[config.mk]
export PLATFORM = sky130hd
export DESIGN_NAME = pp_write_packer
export DESIGN_NICKNAME = d
export VERILOG_FILES = /design/src/rtl/pp_pkg.sv /design/src/rtl/pp_lane_packer.sv /design/src/rtl/pp_write_packer.sv
export SDC_FILE = /design/constraint.sdc
export NUM_CORES = 2
export LEC_CHECK = 0
export CAP_MARGIN = 30
export CORE_UTILIZATION = 25
export DETAILED_ROUTE_END_ITERATION = 8
export PLACE_DENSITY = 0.43
export SYNTH_ARGS = -nofsm -noshare
export SYNTH_HDL_FRONTEND = slang
export SYNTH_HIERARCHICAL = 1
export SYNTH_SLANG_ARGS = --single-unit
[constraint.sdc]
create_clock -name clk -period 6.6 [get_ports clk]
set_clock_uncertainty 0.05 [all_clocks]
set_input_delay 0.66 -clock clk [delete_from_list [all_inputs] [get_ports clk]]
set_output_delay 0.66 -clock clk [all_outputs]
set_load 0.02 [all_outputs]
[src/rtl/pp_pkg.sv]
`default_nettype none
// ============================================================================
// Module      : pp_pkg
// Description : Shared state encoding and default widths for the P-vector
//               write packer (pp_write_packer / pp_lane_packer).
// Revision    : 1.0 - initial release
// ============================================================================
package pp_pkg;

    localparam int c_element_width          = 64;
    localparam int c_memories_address_width = 20;
    localparam int c_no_of_units            = 8;

    typedef enum logic [1:0] {
        PP_IDLE  = 2'd0,
        PP_FILL  = 2'd1,
        PP_FLUSH = 2'd2,
        PP_DONE  = 2'd3
    } pp_state_e;

    // Lane-index width; a single-lane word still needs a 1-bit index.
    function automatic int pp_lane_bits(input int units);
        return (units > 1) ? $clog2(units) : 1;
    endfunction

endpackage : pp_pkg
`default_nettype wire

[src/rtl/pp_lane_packer.sv]
`default_nettype none
// ============================================================================
// Module      : pp_lane_packer
// Description : Lane-index counter and pack register. Places each accepted
//               element into the next lane and flags the word-complete edge.
// Revision    : 1.0 - initial release
// ============================================================================
module pp_lane_packer
    import pp_pkg::*;
#(
    parameter int element_width = c_element_width,
    parameter int no_of_units   = c_no_of_units
) (
    input  logic                                 clk,
    input  logic                                 reset,
    input  logic                                 clear,
    input  logic                                 accept,
    input  logic [element_width-1:0]             element,
    output logic                                 word_complete,
    output logic [no_of_units*element_width-1:0] packed_word
);

    localparam int c_lane_bits = pp_lane_bits(no_of_units);
    localparam int c_word_bits = no_of_units * element_width;

    logic [c_lane_bits-1:0] r_lane;
    logic [c_word_bits-1:0] r_pack;
    logic [c_word_bits-1:0] w_next_pack;
    logic                   w_last_lane;

    assign w_last_lane   = (r_lane == c_lane_bits'(no_of_units - 1));
    assign word_complete = accept && w_last_lane;

    // Lane 0 starts a fresh word, so upper lanes are zeroed there; a partial
    // word read back later is then zero-filled above the last element.
    generate
        for (genvar k = 0; k < no_of_units; k++) begin : g_lane
            always_comb begin
                w_next_pack[k*element_width +: element_width] =
                    r_pack[k*element_width +: element_width];
                if (accept) begin
                    if (r_lane == c_lane_bits'(k)) begin
                        w_next_pack[k*element_width +: element_width] = element;
                    end else if (r_lane == '0) begin
                        w_next_pack[k*element_width +: element_width] = '0;
                    end
                end
            end
        end
    endgenerate

    assign packed_word = w_next_pack;

    always_ff @(posedge clk) begin
        if (reset || clear) begin
            r_lane <= '0;
            r_pack <= '0;
        end else if (accept) begin
            r_lane <= w_last_lane ? '0 : r_lane + c_lane_bits'(1);
            r_pack <= w_next_pack;
        end
    end

endmodule : pp_lane_packer
`default_nettype wire

[src/rtl/pp_write_packer.sv]
`default_nettype none
// ============================================================================
// Module      : pp_write_packer
// Description : Packs no_of_units elements per memory word and writes words
//               to consecutive addresses; pulses finish at end of transfer.
//               Build option PP_PARTIAL_FLUSH_EN: write trailing partial word.
// Revision    : 1.0 - initial release
// ============================================================================
module pp_write_packer
    import pp_pkg::*;
#(
    parameter int element_width          = c_element_width,
    parameter int memories_address_width = c_memories_address_width,
    parameter int no_of_units            = c_no_of_units,
    parameter int count_width            = memories_address_width + $clog2(no_of_units)
) (
    input  logic                                 clk,
    input  logic                                 reset,
    input  logic                                 start,
    input  logic [memories_address_width-1:0]    base_address,
    input  logic [count_width-1:0]               element_count,
    input  logic                                 in_valid,
    input  logic [element_width-1:0]             in_data,
    output logic                                 in_ready,
    output logic                                 mem_write_enable,
    output logic [memories_address_width-1:0]    mem_write_address,
    output logic [no_of_units*element_width-1:0] mem_write_data,
    output logic                                 busy,
    output logic                                 finish
);

    logic [1:0]                          r_state;
    logic [count_width-1:0]              r_remaining;
    logic [memories_address_width-1:0]   r_addr;

    logic                                w_accept;
    logic                                w_clear;
    logic                                w_word_complete;
    logic [no_of_units*element_width-1:0] w_packed_word;

    assign in_ready = (r_state == PP_FILL);
    assign busy     = (r_state != PP_IDLE);
    assign w_accept = in_valid && in_ready;
    assign w_clear  = (r_state == PP_IDLE) && start;

    pp_lane_packer #(
        .element_width (element_width),
        .no_of_units   (no_of_units)
    ) u_lane_packer (
        .clk           (clk),
        .reset         (reset),
        .clear         (w_clear),
        .accept        (w_accept),
        .element       (in_data),
        .word_complete (w_word_complete),
        .packed_word   (w_packed_word)
    );

    always_ff @(posedge clk) begin
        if (reset) begin
            r_state           <= PP_IDLE;
            r_remaining       <= '0;
            r_addr            <= '0;
            mem_write_enable  <= 1'b0;
            mem_write_address <= '0;
            mem_write_data    <= '0;
            finish            <= 1'b0;
        end else begin
            mem_write_enable <= 1'b0;
            case (r_state)
                PP_IDLE: begin
                    if (start) begin
                        if (element_count == '0) begin
                            // Empty transfer: report completion on the next cycle.
                            r_state <= PP_DONE;
                            finish  <= 1'b1;
                        end else begin
                            r_remaining <= element_count;
                            r_addr      <= base_address;
                            r_state     <= PP_FILL;
                        end
                    end
                end
                PP_FILL: begin
                    if (w_accept) begin
                        r_remaining <= r_remaining - count_width'(1);
                        if (w_word_complete) begin
                            mem_write_enable  <= 1'b1;
                            mem_write_address <= r_addr;
                            mem_write_data    <= w_packed_word;
                            r_addr            <= r_addr + memories_address_width'(1);
                        end
                        if (r_remaining == count_width'(1)) begin
                            r_state <= w_word_complete ? PP_DONE : PP_FLUSH;
                        end
                    end
                end
                PP_FLUSH: begin
`ifdef PP_PARTIAL_FLUSH_EN
                    // No element is accepted here, so packed_word is the
                    // zero-filled partial word.
                    mem_write_enable  <= 1'b1;
                    mem_write_address <= r_addr;
                    mem_write_data    <= w_packed_word;
                    r_addr            <= r_addr + memories_address_width'(1);
`endif
                    r_state <= PP_DONE;
                end
                PP_DONE: begin
                    // First DONE cycle lets the final write retire; finish follows.
                    if (finish) begin
                        finish  <= 1'b0;
                        r_state <= PP_IDLE;
                    end else begin
                        finish  <= 1'b1;
                    end
                end
                default: begin
                    r_state <= PP_IDLE;
                end
            endcase
        end
    end

endmodule : pp_write_packer
`default_nettype wire

==> impl_metrics.yaml <==
power_and_ir_drop:
  power_share_of_the_combinational_group_pct: 14.6
  power_density_nw_per_um2: 308.4
  totalPowerFinal_mw: 17.00
  clockPowerShare_pct: 44.7
  seqPwrFrac_pct: 40.6
  irDropWorstVdd_mv: 0.2313
  switching_share_pct: 30.01
  internal_power_contribution_mw: 11.90
  p_leak_nw: 20.59
  p_sw_mw: 5.102
detailed_routing:
  antenna_left: 0
  first_iter_violations: 2396
  drt_drc_violations_left: 0
  route.detailed.wl_per_inst_um: 22.17
  routed_wl_um: 179700
  drtPass1Iterations: 5
  num_vias: 39230
  avg_vias_per_cell: 4.841
critical_path:
  startpoint_of_the_most_critical_register_to_register_path: "u_lane_packer/r_lane[2]$_SDFFE_PP0P_"
  crit_path_end_kind: "flip-flop"
  arrival_ns: 5.11
  worst_setup_path_start_kind: "flip-flop"
  critPathMaxFanout: 64
  critical_path.startpoint: "u_lane_packer/r_lane[2]$_SDFFE_PP0P_"
  criticalPathCategory: "flip-flop to flip-flop"
  timing.critical_path.required_ns: 7.23
sta:
  timing.max_slew.rel_slack_pct: 30.64
  finalHoldViolations: 0
  finalCriticalPeriod_ns: 4.475
  final-setup-viol-count: 0
  rsz0062_at_grt: "no"
  timing_worst_slew_pin_value_ns: 1.040
  timing.fmax_mhz: 223.5
  timing.hold.ws_ns: 0.3503
  final_max_slew_viol_count: 0
  setup_slack_ns: 2.125
  final.period_utilization_pct: 67.81
  finalSetupTns_ns: 0
clock_network:
  cts_buffers: 136
  cts.sinks: 1094
  clock_transition_at_path_regs_ns: 0.06
  clock_path_buffers: 3
  post_cts_resized: 0
  cts_tree: "built"
  clock_root_buffer_master: "sky130_fd_sc_hd__clkbuf_16"
  postCtsSetupBuffers: 0
  clk_latency_ns: 0.76
  htree_num_levels: 4
  hold_buffers: 0
floorplan:
  die-area_sq_um: 171700
  dieWidth_um: 414.4
  placementRows: 150
  core_area_sq_um: 168000
  pin_count: 647
  floorplan.initialDensity_pct: 25.32
  fp.dieH_um: 414.4
cells_and_area:
  post_route_cells_drive_above_1_share_pct: 5.747
  fillerInstances: 17800
  post-route-cell-area_sq_um: 55130
  areaGrowthSynthToFinish_pct: 29.64
  layout_net_count: 5917
global_routing:
  grt_antenna_before_repair: 4
  grt_pass1_vias: 37350
  grt_max_degree: 180
  grt_first_pass_wirelength_um: 262200
  globalRouteTotalUtil_pct: 20.24
  globalRoute.totalOverflow: 0
placed_design:
  globalplace.congestion: 0.7752
  post-dp-hpwl_um: 111700
  placed_cell_area_sq_um: 50570
  post-place-ws_ns: 1.649
  port_bufs: 646
synthesis:
  yosysSeqAreaShare_pct: 51.50
  synth_warnings: 6
  synthesis.area_per_instance_sq_um: 7.808
  netlist.top_cell.by_area: "sky130_fd_sc_hd__dfxtp_1"
  postSynthRegisterBits: 1094
  synth_flop_cell: "sky130_fd_sc_hd__dfxtp_1"
  mappedNetlistNets: 5570
  synth.area.top_cells: "sky130_fd_sc_hd__dfxtp_1, sky130_fd_sc_hd__nand2_1, sky130_fd_sc_hd__a21oi_1, sky130_fd_sc_hd__clkbuf_1, sky130_fd_sc_hd__a32oi_1"
  asyncSetResetFlopFracSynth_pct: 0
  synth_edf_count: 0
  netlist-cell-type-count: 66
  cell_area_synth_sq_um: 42520
  syn_inst: 5446
  synth_top_area_share_pct: 51.50
job:
  max_cap_violations: 0
hold_path:
  worst_hold_startpoint: "reset"
  worst_hold_path_type: "input port to flip-flop"
outcome:
  outcome: "finished clean"
[synthesized netlist by cell type (4+ instances only)]
master                      number
sky130_fd_sc_hd__buf_1          24
sky130_fd_sc_hd__mux2_1         27
sky130_fd_sc_hd__o32ai_1         7
sky130_fd_sc_hd__a21oi_1       967
sky130_fd_sc_hd__o21ai_0       171
sky130_fd_sc_hd__nor4_1         13
sky130_fd_sc_hd__mux2_2         37
sky130_fd_sc_hd__nand2b_1       10
sky130_fd_sc_hd__or4_1           4
sky130_fd_sc_hd__mux2i_1        67
sky130_fd_sc_hd__nand2_1      1871
sky130_fd_sc_hd__o31a_1          5
sky130_fd_sc_hd__o2bb2ai_1       7
sky130_fd_sc_hd__buf_6           5
sky130_fd_sc_hd__buf_4           4
sky130_fd_sc_hd__nand3_1        84
sky130_fd_sc_hd__nand4_1        77
sky130_fd_sc_hd__a211oi_1        8
sky130_fd_sc_hd__inv_1          15
sky130_fd_sc_hd__nor3_1         18
sky130_fd_sc_hd__dfxtp_1      1094
sky130_fd_sc_hd__a32oi_1       130
sky130_fd_sc_hd__buf_2          69
sky130_fd_sc_hd__and2_1         72
sky130_fd_sc_hd__clkbuf_1      388
sky130_fd_sc_hd__ha_1           13
sky130_fd_sc_hd__a31oi_1        10
sky130_fd_sc_hd__and3_1          6
sky130_fd_sc_hd__nor2b_1        12
sky130_fd_sc_hd__nor2_1        167
sky130_fd_sc_hd__a21o_1          5
[state kept, by name, indices dropped and copies added, names as in the netlist]
signal	count
u_lane_packer/r_pack	512
u_lane_packer/r_lane	3
r_addr	20
r_state	2
mem_write_enable	1
mem_write_address	20
mem_write_data	512
r_remaining	23
finish	1
[critical path, stage by stage (launching register included)]
cell                      delay [ns]
sky130_fd_sc_hd__dfxtp_4        0.60
sky130_fd_sc_hd__ha_1           0.49
sky130_fd_sc_hd__nand2_4        0.54
sky130_fd_sc_hd__inv_1          0.14
sky130_fd_sc_hd__and2_1         0.28
sky130_fd_sc_hd__nand2_4        0.60
sky130_fd_sc_hd__buf_4          0.59
sky130_fd_sc_hd__buf_4          0.66
sky130_fd_sc_hd__nand2_1        0.13
sky130_fd_sc_hd__a21oi_1        0.16
[power groups by stage]
stage	Clock (mW)	Combinational (mW)	Sequential, mW
after floorplan	0	1.60	6.98
final	7.60	2.49	6.91
after detailed placement	0	2.51	7.05
after global routing	8.08	2.71	6.93
after CTS	7.83	2.52	6.90
after global placement	0	2.47	7.05
[logic make-up after synthesis]
family	Yosys count	share of synthesized area, %
simple gates	2360	22.60
compound gates	1340	17.43
flops	1094	51.50
buf+inv	508	4.817
mux	131	3.272
fa+ha+maj	13	0.3825
[routing by layer]
| layer | track usage [%] | part of all wire (%) |
|---|---|---|
| met1 | 24.23 | 42 |
| met2 | 35.33 | 50 |
| met3 | 3.320 | 4.3 |
| met4 | 9.029 | 4.5 |
| met5 | 0 | 0 |
[layout by cell type, fill, tap and decap left out, types with 6 or more instances in the layout]
cell,n
sky130_fd_sc_hd__nor2_1,164
sky130_fd_sc_hd__nor3_1,18
sky130_fd_sc_hd__nor4_1,13
sky130_fd_sc_hd__o32ai_1,7
sky130_fd_sc_hd__nor2b_1,10
sky130_fd_sc_hd__a21oi_1,967
sky130_fd_sc_hd__buf_16,6
sky130_fd_sc_hd__a32oi_1,130
sky130_fd_sc_hd__nand4_1,77
sky130_fd_sc_hd__bufinv_16,6
sky130_fd_sc_hd__inv_6,7
sky130_fd_sc_hd__clkbuf_16,138
sky130_fd_sc_hd__inv_1,15
sky130_fd_sc_hd__mux2i_1,67
sky130_fd_sc_hd__a211oi_1,8
sky130_fd_sc_hd__nand2_1,1867
sky130_fd_sc_hd__dfxtp_1,1093
sky130_fd_sc_hd__ha_1,12
sky130_fd_sc_hd__o2bb2ai_1,7
sky130_fd_sc_hd__a31oi_1,10
sky130_fd_sc_hd__clkbuf_1,35
sky130_fd_sc_hd__mux2_2,37
sky130_fd_sc_hd__and2_1,68
sky130_fd_sc_hd__clkinv_2,10
sky130_fd_sc_hd__buf_4,38
sky130_fd_sc_hd__nand2b_1,9
sky130_fd_sc_hd__o21ai_0,170
sky130_fd_sc_hd__nand3_1,84
sky130_fd_sc_hd__buf_12,11
sky130_fd_sc_hd__mux2_1,27
sky130_fd_sc_hd__clkbuf_8,36
sky130_fd_sc_hd__clkdlybuf4s50_1,645
[area by class of cell]
type,instances,area [sq um],area share [%]
multi-input cells,3844,18710,33.94
flip-flops and latches,1094,21900,39.74
clock inverters,35,469.2,0.8511
well taps,2204,2758,5.002
inverters,16,60.06,0.1089
clock buffers,209,4080,7.401
repair buffers,701,7142,12.96
diodes,1,2.502,0.004539
[per-stage QoR]
stage | instances | utilization (%)
final | 8104 | 32.82
after global routing | 8103 | 32.82
after CTS | 8103 | 32.82
after detailed placement | 7859 | 30.11
after global placement | 7851 | 29.99
after floorplan | 5446 | -
[path summary, 6_finish.rpt]
path | end | slack, ns | cells after the start
max | mem_write_data[398]$_SDFFE_PP0P_ | 2.12 | 9
min | mem_write_address[16]$_SDFFE_PP0P_ | 0.35 | 2
min reg2reg | mem_write_data[236]$_SDFFE_PP0P_ | 0.40 | 2
max reg2reg | mem_write_data[398]$_SDFFE_PP0P_ | 2.12 | 9
Note: power is estimated with default switching activity, not from simulation.
